**src/rtl/viterbi_acs_spm.sv**
```systemverilog
// Hamming-metric add-compare-select for the K=3 (7,5) 4-state Viterbi decoder, with survivor memory
// that is replayed newest-first into the traceback stage once a frame has been accepted.
module viterbi_acs_spm #(
  parameter int FRAME_LEN = 8,
  parameter int PM_W      = 6,
  parameter int INIT_PM   = 16
) (
  input  logic       clk,
  input  logic       rst,
  input  logic       frame_start,
  input  logic       sym_valid,
  input  logic [1:0] sym_in,
  output logic       sym_ready,
  output logic       en_tbck,
  output logic [1:0] bck_prv_st_00,
  output logic [1:0] bck_prv_st_01,
  output logic [1:0] bck_prv_st_10,
  output logic [1:0] bck_prv_st_11,
  output logic [1:0] sel_node,
  output logic       frame_done
);

  localparam int AW = (FRAME_LEN > 1) ? $clog2(FRAME_LEN) : 1;
  localparam int CW = $clog2(FRAME_LEN + 2);
  localparam logic [AW-1:0] LAST_ADDR = AW'(FRAME_LEN - 1);
  localparam logic [CW-1:0] TB_CYCLES = CW'(FRAME_LEN + 1);
  localparam logic [PM_W:0] PM_MAX = {1'b0, {PM_W{1'b1}}};

  typedef enum logic [1:0] {S_IDLE, S_ACS, S_TB, S_DONE} state_t;

  state_t          state;
  logic [PM_W-1:0] pm [4];
  logic [7:0]      mem [FRAME_LEN];
  logic [AW-1:0]   addr;
  logic [AW-1:0]   rd_addr;
  logic [CW-1:0]   tb_cnt;

  logic [1:0]      pa [4];
  logic [1:0]      pb [4];
  logic [PM_W:0]   ca [4];
  logic [PM_W:0]   cb [4];
  logic [PM_W:0]   cand [4];
  logic [PM_W:0]   diff [4];
  logic [1:0]      dec [4];
  logic [PM_W-1:0] pm_nxt [4];
  logic [PM_W:0]   mn;
  logic [1:0]      best;
  logic [7:0]      dec_word;

  // Hamming distance between the received symbol and the branch label of p->n.
  function automatic logic [1:0] bm(input logic [1:0] p, input logic [1:0] n, input logic [1:0] sym);
    logic       u;
    logic [1:0] d;
    u = n[1];
    d = sym ^ {u ^ p[1] ^ p[0], u ^ p[0]};
    return {1'b0, d[1]} + {1'b0, d[0]};
  endfunction

  always_comb begin
    for (int n = 0; n < 4; n++) begin
      pa[n] = (n % 2 == 1) ? 2'd2 : 2'd0;
      pb[n] = pa[n] | 2'd1;
      ca[n] = {1'b0, pm[pa[n]]} + {{(PM_W-1){1'b0}}, bm(pa[n], 2'(n), sym_in)};
      cb[n] = {1'b0, pm[pb[n]]} + {{(PM_W-1){1'b0}}, bm(pb[n], 2'(n), sym_in)};
      if (ca[n] <= cb[n]) begin
        cand[n] = ca[n];
        dec[n]  = pa[n];
      end else begin
        cand[n] = cb[n];
        dec[n]  = pb[n];
      end
    end
    mn = cand[0];
    for (int n = 1; n < 4; n++)
      if (cand[n] < mn) mn = cand[n];
    for (int n = 0; n < 4; n++) begin
      diff[n]   = cand[n] - mn;
      pm_nxt[n] = (diff[n] > PM_MAX) ? PM_MAX[PM_W-1:0] : diff[n][PM_W-1:0];
    end
    // Strict compare keeps the lowest index on ties.
    best = 2'd0;
    for (int n = 1; n < 4; n++)
      if (pm_nxt[n] < pm_nxt[best]) best = 2'(n);
    dec_word = {dec[3], dec[2], dec[1], dec[0]};
  end

  always_ff @(posedge clk)
    if (state == S_ACS && sym_valid) mem[addr] <= dec_word;

  always_ff @(posedge clk or posedge rst) begin
    if (rst) begin
      state         <= S_IDLE;
      pm[0]         <= '0;
      pm[1]         <= PM_W'(INIT_PM);
      pm[2]         <= PM_W'(INIT_PM);
      pm[3]         <= PM_W'(INIT_PM);
      addr          <= '0;
      rd_addr       <= '0;
      tb_cnt        <= '0;
      sym_ready     <= 1'b0;
      en_tbck       <= 1'b0;
      bck_prv_st_00 <= '0;
      bck_prv_st_01 <= '0;
      bck_prv_st_10 <= '0;
      bck_prv_st_11 <= '0;
      sel_node      <= '0;
      frame_done    <= 1'b0;
    end else begin
      case (state)
        S_IDLE: begin
          if (frame_start) begin
            pm[0]     <= '0;
            pm[1]     <= PM_W'(INIT_PM);
            pm[2]     <= PM_W'(INIT_PM);
            pm[3]     <= PM_W'(INIT_PM);
            addr      <= '0;
            sym_ready <= 1'b1;
            state     <= S_ACS;
          end
        end
        S_ACS: begin
          if (sym_valid) begin
            for (int n = 0; n < 4; n++) pm[n] <= pm_nxt[n];
            addr <= addr + 1'b1;
            if (addr == LAST_ADDR) begin
              addr      <= '0;
              sel_node  <= best;
              rd_addr   <= LAST_ADDR;
              tb_cnt    <= '0;
              sym_ready <= 1'b0;
              state     <= S_TB;
            end
          end
        end
        S_TB: begin
          // Address 0 is presented twice so the traceback sees FRAME_LEN+1 enables.
          if (tb_cnt != TB_CYCLES) begin
            {bck_prv_st_11, bck_prv_st_10, bck_prv_st_01, bck_prv_st_00} <= mem[rd_addr];
            en_tbck <= 1'b1;
            tb_cnt  <= tb_cnt + 1'b1;
            if (rd_addr != '0) rd_addr <= rd_addr - 1'b1;
          end else begin
            en_tbck    <= 1'b0;
            frame_done <= 1'b1;
            state      <= S_DONE;
          end
        end
        S_DONE: begin
          frame_done <= 1'b0;
          state      <= S_IDLE;
        end
        default: state <= S_IDLE;
      endcase
    end
  end

endmodule

```
**config.mk**
```make
export PLATFORM = sky130hd
export DESIGN_NAME = viterbi_acs_spm
export DESIGN_NICKNAME = d
export VERILOG_FILES = /design/src/rtl/viterbi_acs_spm.sv
export SDC_FILE = /design/constraint.sdc
export NUM_CORES = 1
export LEC_CHECK = 0
export CORE_MARGIN = 2
export CORE_UTILIZATION = 64
export CTS_CLUSTER_SIZE = 30
export DETAILED_ROUTE_END_ITERATION = 16
export GPL_ROUTABILITY_DRIVEN = 0
export GPL_TIMING_DRIVEN = 1
export PLACE_DENSITY_LB_ADDON = 0.1
export SLEW_MARGIN = 0
export SYNTH_ARGS = -nofsm -noshare
export SYNTH_HDL_FRONTEND = slang
export SYNTH_SLANG_ARGS = --single-unit
export TNS_END_PERCENT = 1
```
**constraint.sdc**
```tcl
create_clock -name clk -period 17.7 [get_ports clk]
set_input_delay 3.54 -clock clk [delete_from_list [all_inputs] [get_ports clk]]
set_output_delay 3.54 -clock clk [all_outputs]
set_load 0.005 [all_outputs]
```
# After elaboration in Yosys (flattened, before gate mapping)
# Memories as Yosys holds them, arrays and structs flattened. A register that Yosys moved wholly into a read port is not among the register bits.
# Index checks and enable logic that the tools add are counted.
# word_totals
n_memories,1
output_inout_bits,13
register_bits,49
ram_bits,32
word_cells,136
input_bits,6
# op_classes
reduce_logical,14
add_sub_neg,19
muxes,54
n_bitwise,5
eq_ne,11
order_cmp,16
# mem_list
memory,words,word_bits,rd,rd_clocked_by_memory_dff,write_ports,line,source
mem,8,4,1,1,1,33,logic [7:0] mem [FRAME_LEN];
# ops
op,count
6-bit by 2-bit adder with 7-bit output,8
7-bit two-way mux,7
24-bit two-way mux,2
6-bit two-way mux,8
24-bit case mux with 2 select lines,1
7-bit by 6-bit > comparator with 1-bit output (second input constant),4
7-bit <= comparator,4
7-bit subtractor,4
6-bit binary-select mux with 2-bit select,2
7-bit < comparator,3
3-bit two-way mux,7
6-bit < comparator,3
1-bit two-way mux,12
2-bit two-way mux,6
4-bit two-way mux,3
3-bit case mux with 2 select lines,2
4-bit AND reduction,3
2-bit inequality test (second input constant),5
1-bit by 1-bit adder with 2-bit output,4
2-bit case mux with 4 select lines,1
4-bit case mux with 2 select lines,1
3-bit greater-or-equal comparator (second input constant),2
2-bit inverter with 3-bit output,2
3-bit AND reduction,2
other kinds (17),23

# Depth between registers and ports, before layout
# depth
ltp_word,28
depth_mapped,74
mapped_depth_nobuf,69

# Worst setup path after synthesis
# No wires, ideal clock.
# synth_path
kind,input port to flip-flop
start,input port sym_in[0]
end,register sel_node[0]
setup_ps,129
required_ps,17571
n_path_buf,6
arrival_ps,16626
setup_slack_ps,945
stages,71
path_cell_list,inv_1 -> ha_1 -> inv_1 -> ha_1 -> nor2b_1 -> o21ai_0 -> o21ai_0 -> and4_1 -> xnor2_1 -> inv_1 -> ha_1 -> o21a_1 -> nor2_1 -> a21oi_1 -> o32ai_1 -> clkbuf_1 -> nor2_1 -> a21oi_1 -> (+35 left out) -> mux2_1 -> ha_1 -> a21o_1 -> a21o_1 -> a21oi_1 -> nand2b_1 -> o21ai_0 -> a31o_4 -> mux2_4 -> ha_1 -> a21oi_1 -> nor2b_1 -> o21ai_0 -> nand2_1 -> nor2_1 -> and4_1 -> o21a_1 -> a2111o_1
# synth_via
elab_chain_cells,28
elab_cells_between_ends,54
classes_between,add/sub (16); order compare (14); mux (20); bitwise (4)
# synth_lines
element,line,source
start: declaration,12,"input logic [1:0] sym_in,"
1-bit inverter (no source line) / 2-bit inverter (equally long branches),-,
1-bit by 1-bit adder with 2-bit output,56,"return {1'b0, d[1]} + {1'b0, d[0]};"
6-bit by 2-bit adder with 7-bit output,64,"cb[n] = {1'b0, pm[pb[n]]} + {{(PM_W-1){1'b0}}, bm(pb[n], 2'(n), sym_in)};"
7-bit <= comparator,65,if (ca[n] <= cb[n]) begin
7-bit two-way mux,65,
7-bit < comparator,75,if (cand[n] < mn) mn = cand[n];
7-bit two-way mux,75,
7-bit < comparator,75,
(+10 left out),-,
6-bit two-way mux (not written as such) (2 in series),83,if (pm_nxt[n] < pm_nxt[best]) best = 2'(n);
6-bit < comparator,83,
2-bit two-way mux,83,
2-bit inverter with 3-bit output (not written as such),83,
6-bit binary-select mux with 2-bit select,83,
6-bit two-way mux (not written as such) (2 in series),83,
6-bit < comparator,83,
2-bit two-way mux (*),83,
end signal: assignment,127,sel_node <= best;
end: declaration,19,"output logic [1:0] sel_node,"
# Every way passes the cells marked *; elsewhere a longest branch is shown, timed or not. The select of a mux whose other input is x is not followed.
# A chain may end at the register's enable or synchronous reset.

# Worst setup path in the final report
# layout_path
start,input port sym_in[0]
end,register sel_node[1]
# Same word-level chain as after synthesis.

==> results.yml <==
route:
  vias: 7237
  routed.top_layer: "met4"
  drc: 0
  drtPass1Iterations: 5
  wl_mm: 22.5
  drtIter0Drc: 771
  wl_per_cell_microns: 20.0
  drtAntennaViolNets: 0
  wirelength_met1_mm: 9.37
  dr_wl_met2_mm: 10.6
  via_per_inst: 6.42
  met3_wirelength_mm: 1.53
critical_path:
  critPathMaxStageDelay_ns: 0.44
  required_ns: 17.91
  critPathCaptureType: "register"
  crit_arrival_ns: 16.99
  crit_fanout: 8
  crit_top_cell: "ha_1"
  critical_path_class: "in2reg"
  slowest_stage: "o41ai_4"
  cp-start-kind: "primary input"
cells_and_area:
  antenna_cells: 0
  final_common_cell: "nand2_1"
  final_nets: 1036
  drive_above_1_share_pct: 11.9
  syn_to_final_growth_pct: 9.29
  final_cell_mix: "nand2_1 (88), ha_1 (77), nor2_1 (67)"
grt:
  grt_use_total_pct: 32.5
  grt_max_degree: 47
  grt_pass1_vias: 7116
  grt_pass1_wl_mm: 36.0
  grt.overflow.total: 0
  antenna_found_initial: 0
run:
  maxCapViolations: 0
clock_tree:
  cts_max_path_buffers: 2
  cts_tree: "yes"
  clk_pin_slew_ns: 0.06
  cts_root_buf: "clkbuf_16"
  cts_made_buffers: 9
  cts.sinks: 78
  htreeDepth: 3
  clock_latency_ns: 0.33
floorplanning:
  ios: 19
  fp.dieW_microns: 118
  initial_utilization_pct: 65.3
  fp.dieH_microns: 118
  core_sq_mm: 0.0126
  rows: 41
  die_area_sq_mm: 0.0138
yosys:
  synth-edff-count: 32
  yosysUniqueCellTypes: 99
  synth_seq_area_share_pct: 25.7
  postSynthCellCount: 940
  avgSynthCellArea_sq_um: 8.77
  yosys_warnings: 0
  synth-seq-cells: 78
  synth_top_flop_cell: "dfrtp_1"
  synth-async-reset-ratio_pct: 59.0
  synth_area_sq_mm: 0.00825
placement:
  io_buffers: 16
  dp_hpwl_mm: 17.6
sta:
  finalSetupViolations: 0
  fmax_mhz: 59.6
  slew_headroom_pct: 35.2
  whs_ns: 0.487
  report.final.slew_viol_count: 0
  hold_violations: 0
  finalClockSkew_ns: 0.00525
  finalCritPeriodShare_pct: 94.8
  fin_crit_ns: 16.79
  worstMarginPinSlew_ns: 0.971
  rsz0062_at_grt: "no"
status:
  status: "finished, final reports clean"
min_path:
  hp-class: "reg2reg"
-- cell type report --
cell class,count,area (sq um)
sequential,78,2120
clock inverter,6,91.3
clock buffer,10,239
inverter,70,263
timing repair buffer,33,293
tap,172,215
fill,993,3610
multi-input combinational,759,5790
-- per-layer routing --
metal | track usage, % | up-vias
li1 | - | 3432
met1 | 40.8 | 3442
met2 | 53.8 | 286
met3 | 5.81 | 77
met4 | 16.5 | 0
met5 | 0 | -
-- critical path, delay by kind of cell --
kind                       cells  cell delay [ns]
AOI/OAI and AO/OA             23             4.20
xor gates and xnor gates       1             0.18
adders and majority gates     12             3.61
buffers and inverters         11             1.21
muxes                          4             1.14
and+or+nand+nor               16             3.07
-- kinds of logic after synthesis --
logic type | share of synthesized area, %
simple gates | 17.4
compound gates | 23.0
buf+inv | 5.28
fa+ha+maj | 13.1
flops | 25.7
xor+xnor | 7.63
mux | 7.86
other cells | 0.0455
-- registers in the layout (all words and copies together), names as in the netlist, 2 cells and up --
register       count
addr               3
bck_prv_st_01      2
mem               32
pm                24
rd_addr            3
sel_node           2
state              2
tb_cnt             4
-- final timing paths --
path / start / end / depth (start not counted) / slack, ns
min in group asynchronous: rst / pm[3]$_DFFE_PP0P_ / 2 / 3.75
setup / recovery: sym_in[0] / sel_node[1]$_DFFE_PP0P_ / 67 / 0.91
setup reg to reg: pm[12]$_DFFE_PP0P_ / sel_node[1]$_DFFE_PP0P_ / 60 / 4.34
max in group asynchronous: rst / bck_prv_st_01[0]$_DFFE_PP0P_ / 2 / 13.34
hold reg to reg: en_tbck$_DFFE_PP0P_ / en_tbck$_DFFE_PP0P_ / 1 / 0.49
hold / removal: en_tbck$_DFFE_PP0P_ / en_tbck$_DFFE_PP0P_ / 1 / 0.49
-- through the flow --
step / setup WS (ns) / util, % / cell area [sq um] / instances / setup TNS (ns)
after floorplan: 0.945 / - / 8250 / 941 / 0
after global placement: 0.306 / 68.0 / 8580 / 1111 / 0
after detailed placement: -0.229 / 68.0 / 8580 / 1111 / -0.455
after CTS: 0.0649 / 70.6 / 8910 / 1127 / 0
after global routing: 0.236 / 71.4 / 9010 / 1128 / 0
final: 0.914 / 71.4 / 9010 / 1128 / 0
-- cell usage after synthesis, drive strengths merged (7+ instances only) --
library cell / instances / share of area [%]
nand2: 88 / 4.0
nand4: 11 / 0.91
buf: 18 / 1.4
nand2b: 17 / 1.3
o21ai: 70 / 4.3
o21a: 9 / 0.82
and3: 9 / 0.68
a21oi: 47 / 3.0
a22o: 13 / 1.4
xor2: 25 / 2.7
o2111ai: 7 / 0.90
nand3: 18 / 1.1
ha: 79 / 12
edfxtp: 32 / 12
nor3: 16 / 1.0
mux2: 15 / 2.3
nor2b: 18 / 1.4
maj3: 9 / 1.1
inv: 70 / 3.2
xnor2: 46 / 4.9
a21boi: 8 / 0.73
mux4: 8 / 2.2
clkbuf: 16 / 0.73
and2: 14 / 1.1
nor2: 70 / 3.2
dfrtp: 43 / 13
a21o: 26 / 2.5
mux2i: 28 / 3.4
-- timing repair --
action,in CTS,in global routing
gates resized for setup,0,24
endpoints found under the setup margin,0,2
buffers inserted,0,1
hold buffers,0,0
Power is not shown: default switching activity piles up to over one toggle a cycle in this logic, so the estimate is an artifact.
